<file path="src/rtl/fg_prog_sequencer.sv">
// Floating-gate programming sequencer: latches one command, then walks SETUP/PULSE/GAP/RELEASE/DONE.
// Optional macro FG_PROG_RANGE_CHECK_EN rejects out-of-range row/column commands with an err strobe.
module fg_prog_sequencer #(
    parameter int H_BITS     = 6,
    parameter int V_BITS     = 5,
    parameter int NUM_COLS   = 26,
    parameter int NUM_ROWS   = 5,
    parameter int SETTLE_CYC = 4
) (
    input  logic              clk,
    input  logic              reset,
    input  logic              cmd_valid,
    output logic              cmd_ready,
    input  logic [V_BITS-1:0] cmd_row,
    input  logic [H_BITS-1:0] cmd_col,
    input  logic              cmd_tunnel,
    input  logic [15:0]       cmd_pulse_len,
    input  logic [7:0]        cmd_pulse_cnt,
    input  logic              abort,
    output logic [V_BITS-1:0] dec_v_addr,
    output logic [H_BITS-1:0] dec_h_addr,
    output logic              dec_en,
    output logic              prog,
    output logic              run,
    output logic              vinj_pulse,
    output logic              vtun_en,
    output logic              busy,
    output logic              done,
    output logic              err
);

    typedef enum logic [2:0] {IDLE, SETUP, PULSE, GAP, RELEASE, DONE} state_t;

    localparam logic [15:0] SETTLE_LOAD = 16'(SETTLE_CYC - 1);

    if (SETTLE_CYC < 1 || NUM_ROWS < 1 || NUM_COLS < 1) begin : g_bad_params
        $error("fg_prog_sequencer: SETTLE_CYC, NUM_ROWS and NUM_COLS must be >= 1");
    end

    state_t            state, state_n;
    logic [15:0]       timer, timer_n;
    logic [7:0]        remain, remain_n;
    logic [15:0]       len_q, len_n;
    logic              tunnel_q, tunnel_n;
    logic [V_BITS-1:0] row_n;
    logic [H_BITS-1:0] col_n;
    logic              err_n;
    logic              in_range;
    logic              prog_n;

    // A zero-length pulse still lasts one cycle, so its terminal count is 0.
    function automatic logic [15:0] pulse_load(input logic [15:0] len);
        return (len == 16'd0) ? 16'd0 : len - 16'd1;
    endfunction

`ifdef FG_PROG_RANGE_CHECK_EN
    assign in_range = (32'(cmd_row) < NUM_ROWS) && (32'(cmd_col) < NUM_COLS);
`else
    assign in_range = 1'b1;
`endif

    always_comb begin
        state_n  = state;
        timer_n  = timer;
        remain_n = remain;
        len_n    = len_q;
        tunnel_n = tunnel_q;
        row_n    = dec_v_addr;
        col_n    = dec_h_addr;
        err_n    = 1'b0;
        case (state)
            IDLE: begin
                if (cmd_valid) begin
                    if (in_range) begin
                        state_n  = SETUP;
                        timer_n  = SETTLE_LOAD;
                        remain_n = cmd_pulse_cnt;
                        len_n    = cmd_pulse_len;
                        tunnel_n = cmd_tunnel;
                        row_n    = cmd_row;
                        col_n    = cmd_col;
                    end else begin
                        err_n = 1'b1;
                    end
                end
            end
            SETUP: begin
                if (abort) begin
                    state_n = RELEASE;
                    timer_n = SETTLE_LOAD;
                end else if (timer == 16'd0) begin
                    if (remain == 8'd0) begin
                        state_n = RELEASE;
                        timer_n = SETTLE_LOAD;
                    end else begin
                        state_n = PULSE;
                        timer_n = pulse_load(len_q);
                    end
                end else begin
                    timer_n = timer - 16'd1;
                end
            end
            PULSE: begin
                if (abort) begin
                    state_n = RELEASE;
                    timer_n = SETTLE_LOAD;
                end else if (timer == 16'd0) begin
                    remain_n = remain - 8'd1;
                    state_n  = (remain == 8'd1) ? RELEASE : GAP;
                    timer_n  = SETTLE_LOAD;
                end else begin
                    timer_n = timer - 16'd1;
                end
            end
            GAP: begin
                if (abort) begin
                    state_n = RELEASE;
                    timer_n = SETTLE_LOAD;
                end else if (timer == 16'd0) begin
                    state_n = PULSE;
                    timer_n = pulse_load(len_q);
                end else begin
                    timer_n = timer - 16'd1;
                end
            end
            RELEASE: begin
                if (timer == 16'd0) state_n = DONE;
                else                timer_n = timer - 16'd1;
            end
            DONE:    state_n = IDLE;
            default: state_n = IDLE;
        endcase
    end

    assign prog_n = (state_n == SETUP) || (state_n == PULSE) ||
                    (state_n == GAP)   || (state_n == RELEASE);

    // Outputs are registered from the next-state decode so they align with the state they describe.
    always_ff @(posedge clk) begin
        if (reset) begin
            state      <= IDLE;
            cmd_ready  <= 1'b1;
            busy       <= 1'b0;
            dec_en     <= 1'b0;
            prog       <= 1'b0;
            run        <= 1'b1;
            vinj_pulse <= 1'b0;
            vtun_en    <= 1'b0;
            done       <= 1'b0;
            err        <= 1'b0;
            dec_v_addr <= '0;
            dec_h_addr <= '0;
        end else begin
            state      <= state_n;
            cmd_ready  <= (state_n == IDLE);
            busy       <= (state_n != IDLE);
            dec_en     <= (state_n == SETUP) || (state_n == PULSE) || (state_n == GAP);
            prog       <= prog_n;
            run        <= ~prog_n;
            vinj_pulse <= (state_n == PULSE) && !tunnel_n;
            vtun_en    <= (state_n == PULSE) && tunnel_n;
            done       <= (state_n == DONE);
            err        <= err_n;
            dec_v_addr <= row_n;
            dec_h_addr <= col_n;
        end
    end

    // Timing counters and latched command fields are always reloaded on accept, so they need no reset.
    always_ff @(posedge clk) begin
        timer    <= timer_n;
        remain   <= remain_n;
        len_q    <= len_n;
        tunnel_q <= tunnel_n;
    end

endmodule

</file>
<file path="config.mk">
export PLATFORM = sky130hd
export DESIGN_NAME = fg_prog_sequencer
export DESIGN_NICKNAME = d
export VERILOG_FILES = /design/src/rtl/fg_prog_sequencer.sv
export SDC_FILE = /design/constraint.sdc
export NUM_CORES = 1
export LEC_CHECK = 0
export ABC_AREA = 1
export CORE_MARGIN = 3
export CORE_UTILIZATION = 50
export CTS_BUF_LIST = sky130_fd_sc_hd__clkbuf_8
export CTS_CLUSTER_DIAMETER = 30
export CTS_CLUSTER_SIZE = 12
export DETAILED_ROUTE_END_ITERATION = 6
export PLACE_DENSITY = 0.76
export SLEW_MARGIN = 30
export SYNTH_ARGS = -nofsm -noshare
export SYNTH_HDL_FRONTEND = slang
export SYNTH_SLANG_ARGS = --single-unit
</file>
<file path="constraint.sdc">
create_clock -name clk -period 4.12 [get_ports clk]
set_input_delay 0.824 -clock clk [delete_from_list [all_inputs] [get_ports clk]]
set_output_delay 0.824 -clock clk [all_outputs]
set_load 0.02 [all_outputs]
</file>
=== Yosys cells after proc, flatten, opt, wreduce, memory -nomap -nowiden ===
Cells that the tools add are included.

* Reductions and logical operators: 17
* Equality and inequality tests: 14
* Multiplexer cells: 28
* Order comparisons: 0
* Multiply operators: 0
* Div/mod/pow operators: 0
* Add/subtract/negate cells: 3
* Bitwise logic cells: 1
* Shifts and indexed selects: 0

{| class="wikitable"
|+ Operators with widths
! operator !! count
|-
| two-way mux 16 bit || 10
|-
| case mux 16 bit (5 select lines) || 1
|-
| logical NOT 16 bit || 2
|-
| subtractor 16 x 1 -> 16 bit, second input constant || 2
|-
| two-way mux 3 bit || 10
|-
| two-way mux 8 bit || 3
|-
| case mux 8 bit (2 select lines) || 1
|-
| case mux 3 bit (5 select lines) || 1
|-
| equality test 3 x 2 -> 1 bit, second input constant || 4
|-
| equality test 3 bit, second input constant || 3
|-
| equality test 8 x 1 -> 1 bit, second input constant || 1
|-
| logical NOT 8 bit || 1
|-
| inequality test 2 bit, second input constant || 4
|-
| subtractor 8 x 1 -> 8 bit, second input constant || 1
|-
| equality test 3 x 1 -> 1 bit, second input constant || 2
|-
| logical NOT 3 bit || 2
|-
| nonzero test 5 bit || 1
|-
| AND reduction 4 bit || 1
|-
| logical OR 1 bit || 3
|-
| AND reduction 3 bit || 1
|-
| nonzero test 3 bit || 1
|-
| logical AND 1 bit || 2
|-
| two-way mux 1 bit || 2
|-
| AND reduction 2 bit || 1
|-
| 3 further kinds || 3
|}

* Memory bits (read-only): 0
* Register bits after elaboration: 63
* Memories: 0
* Bits of input ports: 40
* Logic and storage cells: 78
* Memory bits (writable): 0
* Output and inout bits: 20
* Bits in latches: 0

=== Depth between registers and ports, before layout ===
* Depth after elaboration: 10
* Depth in mapped cells: 15
* Gate-level depth less buffers: 15

=== Worst setup path before layout ===
No wires, ideal clock.

* Path type: reg2reg
* From: register timer[0]
* To: register remain[0], enable pin
* Arrival: 1,783 ps
* Library setup time: 387 ps
* Path buffers: 0
* Required time: 3,733 ps
* Period minus slack after synthesis: 2,169 ps
* Cell stages (with the launch flop): 9
* Slack: 1,951 ps
* Cells stage by stage: edfxtp_1 > inv_1 > ha_1 > inv_1 > nor2_1 > nand2_1 > nor2_4 > nand2_4 > o31ai_1

* Cells in the longest elaborated chain, start to end: 3

{| class="wikitable"
|+ Ends and longest elaborated chain
! item !! RTL line !! RTL
|-
| start: declaration || 41 || <nowiki>logic [15:0] timer, timer_n;</nowiki>
|-
| start signal: assignment || 171 || <nowiki>timer <= timer_n;</nowiki>
|-
| logical NOT 16 bit || 107 || <nowiki>end else if (timer == 16'd0) begin</nowiki>
|-
| inequality test 2 bit (no source line) || n/a ||
|-
| AND reduction 4 bit (no source line) || n/a ||
|-
| end signal: assignment || 172 || <nowiki>remain <= remain_n;</nowiki>
|-
| end: declaration || 42 || <nowiki>logic [7:0] remain, remain_n;</nowiki>
|}

No other way between the ends.
A chain may end at the register's enable or synchronous reset.

=== Worst setup path in the final report ===
* From: input abort
* To: register timer[13] (data pin)

* Cells in the longest elaborated chain, start to end: 2
* Elaborated cells on any way between the ends: 4
* Classes of those cells: mux: 4

{| class="wikitable"
|+ Ends and longest elaborated chain
! item !! RTL line !! RTL
|-
| start: declaration || 19 || <nowiki>input logic abort,</nowiki>
|-
| two-way mux 16 bit, on equally long branches || 116, 104, 88 ||
|-
| case mux 16 bit (5 select lines) * || 71 || <nowiki>case (state)</nowiki>
|-
| net timer_n[13] || 41 ||
|}

The timed path passes the listed nets; every way through them passes the cells marked *.

==> metrics.cfg <==
[synthesis]
synth_cell_types = 38
avgSynthCellArea_um2 = 8.80
ys_seq_area_frac = 0.473
synth_area_um2 = 3510
ys_seq_elements = 63
muxShareOfSynthArea = 0
synth_fa_ha_area_frac = 0.0214
synth-xor-area-share = 0.0699
synth_simple_gate_area_frac = 0.270
synth_nets = 445
synth_compound_area_frac = 0.0988
ys_warn_count = 0
synth_top_family_by_area = simple AND/OR/NAND/NOR gates
synthCells = 399

[cells_and_area]
final_common_cell = nor2_1
area_growth_pct = 25.2
nFillCells = 548
n_antenna_cell = 0
multi_input_area_um2 = 1620
layout.nets = 508
stdcell_count = 560
final_cell_mix = nor2_1 (72), nand2_1 (61), clkdlybuf4s50_1 (58)
drive_gt1_frac = 0.146
ff_latch_area_um2 = 1660

[cts]
clk_latency_ps = 330
path_clk_slew_ps = 70
ctsResizeCount = 0
clock_sinks = 63
cts_setup_buffers = 0
cts_buffer_depth = 2
cts_hold_buf = 0
numCtsBuffers = 9
htree_levels = 3
cts_root_buf = clkbuf_8
cts_tree = yes

[global_routing]
top_usage_layer = met2
use_met3 = 0.0568
grtUsageTotal = 0.186
grt_max_degree = 30
met2_usage = 0.298
grt_use_met1 = 0.238
grt_pass1_vias = 2739
antenna_found_initial = 0
grt_pass1_wl_um = 12200
grt_overflow = 0

[placed_design]
dp.cells = 544
hpwl_um = 5480
place.gp.congestion = 0.881
port_buffers = 58

[routing]
first_iter_violations = 171
routed_wl_um = 7100
drtAntennaViolNets = 0
wl_per_cell_um = 12.7
firstDrtPassIters = 4
vias = 2803
drcViolationCount = 0
vias_per_cell = 5.01

[die]
initial_utilization = 0.534
die_w_um = 89.8
dieArea_um2 = 8060
core.rowCount = 29
core_um2 = 6570
die_h_um = 89.8
ios = 60

[timing]
hold_viol = 0
finalSetupViolCount = 0
tightestPinTransition_ps = 634
min_period_ps = 2380
clock.fmax_mhz = 420
max_slew_margin = 0.575
tns_ps = 0
fin_crit_sh = 0.578
drv_slew = 0
skew_ps = 7.16
rsz0062_at_grt = false

[worst_setup_path]
crit_path_max_fanout = 13
startpoint = abort
timing.rr.start = timer[0]$_DFFE_PP_
cp.arrival_ps = 2450
endpoint = timer[13]$_DFFE_PP_
cp-start-kind = input port
end_kind = flop
r2r_slack_ps = 1840
cp.required_ps = 4190
reg2reg_depth = 10
path_class = in2reg
timing.rr.end = timer[15]$_DFFE_PP_

[worst_hold_path]
hold_path_class = reg2reg
min_path_cells = 2

[pwr]
p_leak_nw = 1.80
peakVddDrop_v = 0.000247
power_density_nw_per_um2 = 357

[outcome]
outcome = finished clean

[run]
maxCapViolCount = 0

[routing by layer]
| layer | up-vias | wire, um |
|---|---|---|
| li1 | 1433 | - |
| met5 | - | 0 |
| met4 | 0 | 29 |
| met1 | 1265 | 3180 |
| met2 | 103 | 3390 |
| met3 | 2 | 496 |
[cell type report]
cell class                      count  area share
Sequential cell                    63       0.378
Multi-Input combinational cell    280       0.369
Timing Repair Buffer               59       0.134
Inverter                           49      0.0418
Clock buffer                       11      0.0344
Tap cell                           93      0.0265
Clock inverter                      5      0.0165
[worst max-delay path, stage by stage]
cell and delay (ps):
clkdlybuf4s50_1 620, inv_1 220, a31oi_4 500, inv_1 110, nand2_1 90, o22ai_2 70
[cells in the mapped netlist (all sizes together)]
library cell	instances	area share
nor2	86	0.11
nand2	69	0.082
inv	49	0.052
edfxtp	40	0.34
o21ai	26	0.039
dfxtp	23	0.13
nand3	17	0.027
xor2	17	0.042
nand4	12	0.025
o22ai	12	0.039
xnor2	11	0.027
nor3	10	0.021
ha	6	0.021
a21oi	5	0.0082
buf	5	0.011
or2	3	0.0053
a31oi	2	0.0078
clkbuf	2	0.0021
a21boi	1	0.0021
conb	1	0.0011
nand3b	1	0.0021
o31ai	1	0.0021
[stage by stage]
stage               total power, mW  utilization  setup slack [ps]  area, um^2  hold WS [ps]
floorplan                     0.897            -              1950        3510           521
global route                   1.65        0.669              1620        4400           572
detailed placement            0.992        0.634              1420        4170           507
CTS                            1.58        0.669              1620        4390           528
finish                         1.57        0.669              1740        4400           519
global placement              0.988        0.634              1450        4170           492
[worst min path at each step]
stage | to | startpoint | slack, ps
finish | dec_h_addr[2]$_SDFFE_PP0P_ | dec_h_addr[2]$_SDFFE_PP0P_ | 520
global route | dec_h_addr[4]$_SDFFE_PP0P_ | dec_h_addr[4]$_SDFFE_PP0P_ | 570
CTS | dec_h_addr[5]$_SDFFE_PP0P_ | dec_h_addr[5]$_SDFFE_PP0P_ | 530
detailed placement | dec_h_addr[5]$_SDFFE_PP0P_ | dec_h_addr[5]$_SDFFE_PP0P_ | 510
global placement | dec_v_addr[0]$_SDFFE_PP0P_ | dec_v_addr[0]$_SDFFE_PP0P_ | 490
floorplan | tunnel_q$_DFF_P_ | tunnel_q$_DFF_P_ | 520
[flip-flops by register name (all words and copies together) (netlist names), 3 cells and up]
name,count
dec_v_addr,5
remain,8
len_q,16
state,3
timer,16
dec_h_addr,6
[report_power, final]
group,total [mW],leakage [nW],switching [mW],internal [mW]
combinational,0.227,1.10,0.125,0.101
clock,0.590,0.122,0.221,0.368
sequential,0.752,0.585,0.0320,0.720
total,1.57,1.80,0.379,1.19
[logic make-up (layout without fill, tap and decap cells)]
logic type,count (synthesis),in the layout
AOI/OAI and AO/OA,47,47
xor gates and xnor gates,28,28
adders and majority gates,6,6
buffers and inverters,56,124
DFF,63,63
other,1,1
and+or+nand+nor,198,198
Power figures use the tool's default switching activity.
